$ cat config.mk
export PLATFORM = sky130hd
export DESIGN_NAME = gshare_pht
export DESIGN_NICKNAME = d
export VERILOG_FILES = /design/src/rtl/gshare_pht.sv
export SDC_FILE = /design/constraint.sdc
export NUM_CORES = 1
export LEC_CHECK = 0
export BUFFER_PORTS_ARGS = -buffer_cell sky130_fd_sc_hd__buf_4
export CORE_ASPECT_RATIO = 0.8
export CORE_MARGIN = 3
export CORE_UTILIZATION = 58
export CTS_CLUSTER_DIAMETER = 150
export DETAILED_ROUTE_END_ITERATION = 7
export GPL_ROUTABILITY_DRIVEN = 0
export PLACE_DENSITY_LB_ADDON = 0.1
export SLEW_MARGIN = 20
export SYNTH_ARGS = -nofsm -noshare
export SYNTH_HDL_FRONTEND = slang
export SYNTH_SLANG_ARGS = --single-unit
$ cat constraint.sdc
create_clock -name clk -period 17.6 [get_ports clk]
set_input_delay 3.52 -clock clk [delete_from_list [all_inputs] [get_ports clk]]
set_output_delay 3.52 -clock clk [all_outputs]
set_load 0.01 [all_outputs]
$ cat src/rtl/gshare_pht.sv
// gshare pattern history table: 2^IDX_W saturating counters indexed by req_addr ^ GHR,
// registered prediction with same-cycle update bypass, reset sweep and mispredict counter.
module gshare_pht #(
  parameter int unsigned IDX_W    = 8,
  parameter int unsigned CTR_W    = 2,
  parameter int unsigned HIST_W   = 8,
  parameter int unsigned INIT_CTR = 1,
  parameter int unsigned CNT_W    = 16
) (
  input  logic              clk,
  input  logic              rst,
  input  logic              req_valid,
  input  logic [IDX_W-1:0]  req_addr,
  output logic              pred_valid,
  output logic              pred_taken,
  output logic [IDX_W-1:0]  pred_index,
  input  logic              upd_valid,
  input  logic [IDX_W-1:0]  upd_index,
  input  logic              upd_taken,
  input  logic              upd_mispredict,
  output logic              busy,
  output logic [HIST_W-1:0] ghr,
  output logic [CNT_W-1:0]  miss_cnt
);

  localparam int unsigned      DEPTH    = 1 << IDX_W;
  localparam logic [CTR_W-1:0] CTR_INIT = CTR_W'(INIT_CTR);

  typedef enum logic {SWEEP, RUN} state_e;

  state_e            state_q, state_d;
  logic [IDX_W-1:0]  sweep_ptr_q, sweep_ptr_d;
  logic [HIST_W-1:0] ghr_q, ghr_d;
  logic [CNT_W-1:0]  miss_q, miss_d;
  logic              pred_valid_q, pred_valid_d;
  logic              pred_taken_q, pred_taken_d;
  logic [IDX_W-1:0]  pred_index_q, pred_index_d;

  logic [CTR_W-1:0]  ctr_q [DEPTH];

  logic              tbl_we;
  logic [IDX_W-1:0]  tbl_waddr;
  logic [CTR_W-1:0]  tbl_wdata;
  logic              upd_fire;
  logic [IDX_W-1:0]  req_idx;
  logic [CTR_W-1:0]  upd_cur, upd_new, req_ctr;

  always_comb begin
    state_d      = state_q;
    sweep_ptr_d  = sweep_ptr_q;
    ghr_d        = ghr_q;
    miss_d       = miss_q;
    pred_valid_d = 1'b0;
    pred_taken_d = pred_taken_q;
    pred_index_d = pred_index_q;
    tbl_we       = 1'b0;
    tbl_waddr    = sweep_ptr_q;
    tbl_wdata    = CTR_INIT;

    upd_fire = (state_q == RUN) && upd_valid;
    req_idx  = req_addr ^ IDX_W'(ghr_q);
    upd_cur  = ctr_q[upd_index];
    if (upd_taken)
      upd_new = (upd_cur == '1) ? upd_cur : upd_cur + CTR_W'(1);
    else
      upd_new = (upd_cur == '0) ? upd_cur : upd_cur - CTR_W'(1);
    // Bypass: a same-cycle update to the requested entry is visible to the prediction.
    req_ctr = (upd_fire && (upd_index == req_idx)) ? upd_new : ctr_q[req_idx];

    case (state_q)
      SWEEP: begin
        tbl_we      = 1'b1;
        sweep_ptr_d = sweep_ptr_q + IDX_W'(1);
        if (sweep_ptr_q == '1)
          state_d = RUN;
      end
      RUN: begin
        if (upd_fire) begin
          tbl_we    = 1'b1;
          tbl_waddr = upd_index;
          tbl_wdata = upd_new;
          ghr_d     = (ghr_q << 1) | HIST_W'(upd_taken);
          if (upd_mispredict && (miss_q != '1))
            miss_d = miss_q + CNT_W'(1);
        end
        pred_valid_d = req_valid;
        if (req_valid) begin
          pred_taken_d = req_ctr[CTR_W-1];
          pred_index_d = req_idx;
        end
      end
      default: state_d = SWEEP;
    endcase

    if (rst)
      tbl_we = 1'b0;
  end

  always_ff @(posedge clk) begin
    if (rst) begin
      state_q      <= SWEEP;
      sweep_ptr_q  <= '0;
      ghr_q        <= '0;
      miss_q       <= '0;
      pred_valid_q <= 1'b0;
      pred_taken_q <= 1'b0;
      pred_index_q <= '0;
    end else begin
      state_q      <= state_d;
      sweep_ptr_q  <= sweep_ptr_d;
      ghr_q        <= ghr_d;
      miss_q       <= miss_d;
      pred_valid_q <= pred_valid_d;
      pred_taken_q <= pred_taken_d;
      pred_index_q <= pred_index_d;
    end
  end

  always_ff @(posedge clk) begin
    if (tbl_we)
      ctr_q[tbl_waddr] <= tbl_wdata;
  end

  assign busy       = (state_q == SWEEP);
  assign ghr        = ghr_q;
  assign miss_cnt   = miss_q;
  assign pred_valid = pred_valid_q;
  assign pred_taken = pred_taken_q;
  assign pred_index = pred_index_q;

endmodule
# After elaboration in Yosys (flattened, before gate mapping)
# Memory sizes are Yosys's and may differ from the RTL's. A register that Yosys moved wholly into a read port is not among the register bits.
# Cells that the tools add are included.
dict set report word_totals {
  register_bits 42
  ramBits 512
  in_bits 22
  output_inout_bits 35
  wordCells 38
  mem_count 1
}
# name words width rd rd_ports_with_merged_regs wr line_no
set mem_list {}
lappend mem_list {ctr_q 256 2 2 1 1 39} ;# logic [CTR_W-1:0] ctr_q [DEPTH];
dict set report classes {
  add_sub_neg 4
  eq_ne 3
  muxes 14
  bitwise_logic 3
  reduce_logical 7
}
# op count
set op_table {}
lappend op_table {{$add A16 B1 Y16 const B} 1}
lappend op_table {{$mux W8} 2}
lappend op_table {{$ne A16 B16 Y1 const B} 1}
lappend op_table {{$mux W2} 5}
lappend op_table {{$add A8 B1 Y8 const B} 1}
lappend op_table {{$eq A8 B8 Y1 const B} 1}
lappend op_table {{$or A8 B1 Y8} 1}
lappend op_table {{$xor A8 B8 Y8} 1}
lappend op_table {{$mux W1} 6}
lappend op_table {{$reduce_and A2 Y1} 2}
lappend op_table {{$reduce_and A3 Y1} 1}
lappend op_table {{$add A2 B1 Y2 const B} 1}
lappend op_table {{$eq A2 B2 Y1 const B} 1}
lappend op_table {{$logic_and A1 B1 Y1} 2}
lappend op_table {{$logic_not A2 Y1} 1}
lappend op_table {{$pmux W1 S2} 1}
lappend op_table {{$reduce_or A2 Y1} 1}
lappend op_table {{$sub A2 B1 Y2 const B} 1}
lappend op_table {{$not A1 Y1} 1}

# Longest topological paths before layout
dict set report depth {
  word_depth 6
  depth_mapped 14
  depth_no_buf 9
}

# Worst setup path before layout
# No wires, ideal clock.
dict set report synth_path {
  kind {in2reg}
  start {input upd_index[2]}
  end {memory ctr_q[0][1] (data pin)}
  setup_ns 1.389
  arrival_ns 11.287
  required_ns 16.211
  path_slack_ns 4.924
  path_stages 11
  n_path_buf 2
  cell_sequence {buf_2 > or3_1 > clkbuf_1 > o22a_1 > o21ai_0 > nor4_1 > a211o_1 > nor3_1 > a211oi_1 > maj3_1 > nor2_1}
}
dict set report synth_between {
  elab_chain_cells 6
  elab_cells_between_ends 10
  classes_between {add/sub (2); eq/ne (1); mux (5); reduce/logical (1); memory (1)}
}
# item line_no
set synth_rtl {}
lappend synth_rtl {{start: declaration} 18} ;# input logic [IDX_W-1:0] upd_index,
lappend synth_rtl {{$mem_v2 Z256 W2 *} --}
lappend synth_rtl {{$sub A2 B1 Y2 (tied with other cells)} 66} ;# upd_new = (upd_cur == '0) ? upd_cur : upd_cur - CTR_W'(1);
lappend synth_rtl {{$mux W2, on equally long branches} {66, 64}}
lappend synth_rtl {{$mux W2 *} 63} ;# if (upd_taken)
lappend synth_rtl {{$mux W2 *} 78} ;# if (upd_fire) begin
lappend synth_rtl {{$mux W2 *} 70} ;# case (state_q)
lappend synth_rtl {{net tbl_wdata[1]} 43} ;# logic [CTR_W-1:0] tbl_wdata;
lappend synth_rtl {{end: declaration} 39}
# Mark *: on every way through the listed nets, which the timed path passes. The rest lies on a longest branch.

# Worst setup path after layout
dict set report layout_path {
  start {input upd_index[0]}
  end {memory ctr_q[90][1] (data pin)}
}
# Same word-level chain as after synthesis.

==> results by group <==
Setup path
  – Largest stage delay on the critical path: 0.84 ns
  – Required time worst endpoint: 17.86 ns
  – Maximum fanout count along the critical path: 95
  – Critical Path AT: 8.65 ns
  – Critical Path, Cell by Cell: buf_8 -> buf_4 -> mux2i_1 -> o22a_1 -> o21ai_0 -> nor4_1 -> a211o_1 -> nor3_1 -> a211oi_1 -> maj3_1 -> nor2_4 -> buf_4
  – Setup CP Type: input port to register
  – WP buf/inv: 3
  – Critical path's most frequent cell: buf_4
  – Crit path max-delay family: buffers and inverters
  – Worst Setup End Kind: register
  – Crit path launch type: input port
  – Worst path slowest cell: buf_4

Synth
  – Post-Syn Instances: between 1,500 and 2,000
  – #FFs+latches synth: 555
  – Synth top area cells: edfxtp_1 60%, mux4_2 12%, nor2_1 4.6%
  – Asr flop ratio synth: 0
  – Distinct cells, synth: 65
  – Sequential fraction of the synthesis area: 0.634
  – Average size of a mapped cell: 14.7 µm²
  – Synthesized area: roughly 0.026 mm²
  – EDFF count, synth: 512
  – Number of synthesis warnings: 0
  – Yosys top cell by area: edfxtp_1
  – Syn nets: 1,761
  – Yosys top cell area share: 0.601
  – Synth Flop Type: edfxtp_1

Finish
  – Synthesis-to-layout area growth: 9.89%
  – Final nets: 1,784
  – Most common cell after layout, fill and taps aside: edfxtp_1
  – Most frequent cells in the layout: 512 x edfxtp_1, 315 x nor2_1, 141 x mux4_2
  – Layout Cell Area excl Fill: between 0.02 and 0.03 mm²
  – Share of layout cells above drive strength 1: 0.201

Drt
  – Pre-Repair DR Iteration Count: 6
  – WL per Instance: 29.8 µm
  – DRC errors left: 0
  – Via count: roughly 16,000
  – Final ANT Viol Nets: 0
  – Final WL: 70,400 µm
  – Routed vias/inst: 6.80
  – Starting DRT DRC Count: 2,206

STA
  – Fin. Hold Viols: 0
  – Least-Margin Pin Slew: 1.12 ns
  – # setup viols final: 0
  – Final min period: 8.39 ns
  – Clock skew: between 0.02 and 0.03 ns
  – Final cycle utilization of the critical path: 0.477
  – RSZ-0062 raised after global routing: no
  – Max Transition Viols Final: 0
  – Max Freq: ~120 MHz
  – TNS Setup: 0 ns
  – Relative slew slack: 0.255

Placement
  – Port Buf Inserts: 56
  – HPWL Detailed: 43,500 µm
  – Placed inst area: roughly 0.026 mm²

Clocking
  – Post-CTS setup buffers: 0
  – TritonCTS clock tree: yes
  – Num CTS Buffers: 53
  – Hold buffers post-CTS: 0
  – Sink Count: 555
  – Clk buf depth: 3
  – Clk root buf: clkbuf_16
  – Cts repair resizes: 0
  – Worst-path clk slew: 0.06 ns
  – Worst skew pair latency: approximately 0.61 ns
  – CTS H-tree depth: 2

Die
  – Rows: 68
  – Die height: just under 200 µm
  – Core ar.: 0.0434 mm²
  – Starting Density: 0.590
  – Die width: 241 µm
  – Top-Level Pins: 57
  – Die Footprint: 0.0467 mm²

Pwr
  – Switch Pwr: approximately 0.00057 W
  – Peak VDD IR: 0.0754 mV
  – Reg power frac: 0.525
  – Clock share of power: 0.430
  – Combinational Power Share: 0.045
  – Power Total: around 0.0027 W
  – P_int: between 0.002 and 0.0025 W
  – Sw Ratio: 0.212
  – Pwr dens: 96.2 mW/mm²
  – Leakage power: slightly above 10 nW

Outcome
  – Outcome: finished, final reports clean

Global route
  – Gr ovfl total: 0
  – Initial antenna violation count: 1
  – Vias in the first global route: roughly 16,000
  – First-pass GRT wire length: just over 100,000 µm
  – Largest net degree at the start of global routing: 127
  – Gr usage total: 0.304

Run
  – Max Cap Violations: 0

Min path
  – Hold WC Path Type: register to register
## path summary, 6_finish.rpt
kind / startpoint / to / slack, ns / depth (start not counted)
max: upd_index[0] / ctr_q[90][1] / 9.21 / 12
min: miss_cnt[15] / miss_cnt[15] / 0.50 / 2
max reg2reg: ghr[0] / pred_taken / 13.07 / 11
min reg2reg: miss_cnt[15] / miss_cnt[15] / 0.50 / 2
## state kept, by name (all words and copies together), names as in the netlist
register / flops
ctr_q: 512
pred_taken: 1
pred_index: 8
miss_cnt: 16
state_q: 1
sweep_ptr_q: 8
ghr: 8
pred_valid: 1
## cell usage after synthesis, types with 18 or more instances
master	instances
mux4_2	141
o21ai_0	25
nand2_1	104
nor4_1	18
buf_6	19
mux2i_1	95
nor3_1	18
dfxtp_1	43
mux2_2	32
edfxtp_1	512
nand3_1	29
o22ai_1	37
a211oi_1	29
nor2b_1	24
buf_2	25
a21oi_1	31
clkbuf_1	61
nor2_1	316
## routing by layer
metal  wire (µm)  up-vias  track usage
met1       28700     8169        0.451
met3        8910      153       0.0941
met2       30800      960        0.439
li1            -     6792            -
met4        2000        2       0.0891
met5           8        -            0
## logic make-up (layout without fill, tap and decap cells)
family | Yosys count | in the layout | share of synthesized area
muxes | 273 | 273 | 0.180
other | 0 | 1 | 0
adders and majority gates | 4 | 4 | 0.00181
xor gates and xnor gates | 36 | 36 | 0.0129
DFF | 555 | 555 | 0.634
buffers and inverters | 128 | 195 | 0.0290
AOI/OAI and AO/OA | 168 | 168 | 0.0434
and+or+nand+nor | 573 | 573 | 0.0985
## power by group through the flow
stage | combinational, W | sequential [W] | clock, W
final | 0.000122 | 0.00142 | 0.00116
after CTS | 0.000119 | 0.00142 | 0.00117
after global placement | 0.000118 | 0.00145 | 0
after floorplan | 0.0000821 | 0.00145 | 0
after global routing | 0.000127 | 0.00142 | 0.00123
after detailed placement | 0.000119 | 0.00145 | 0
## tightest hold or removal path, stage by stage, from the launching register on
cell	delay [ns]
dfxtp_1	0.33
o21ai_0	0.07
a21oi_1	0.06
## stage by stage
stage	instances	setup WS, ns	utilization	hold WS, ns
5_1_grt	2364	8.90	0.648	0.527
6_report	2365	9.21	0.648	0.499
3_5_place_dp	2265	8.52	0.607	0.495
3_3_place_gp	2265	8.62	0.607	0.486
4_1_cts	2364	9.14	0.648	0.504
2_1_floorplan	1737	4.92	-	0.511
## cell type report
type	count	area, µm²
clock inverter	35	350
timing repair buffer	90	691
fill	3137	15300
sequential	555	16200
antenna	1	2.50
clock buffer	64	1410
tap	560	701
multi-input combinational	1054	8710
inverter	6	22.5
Power figures use the tool's default switching activity.
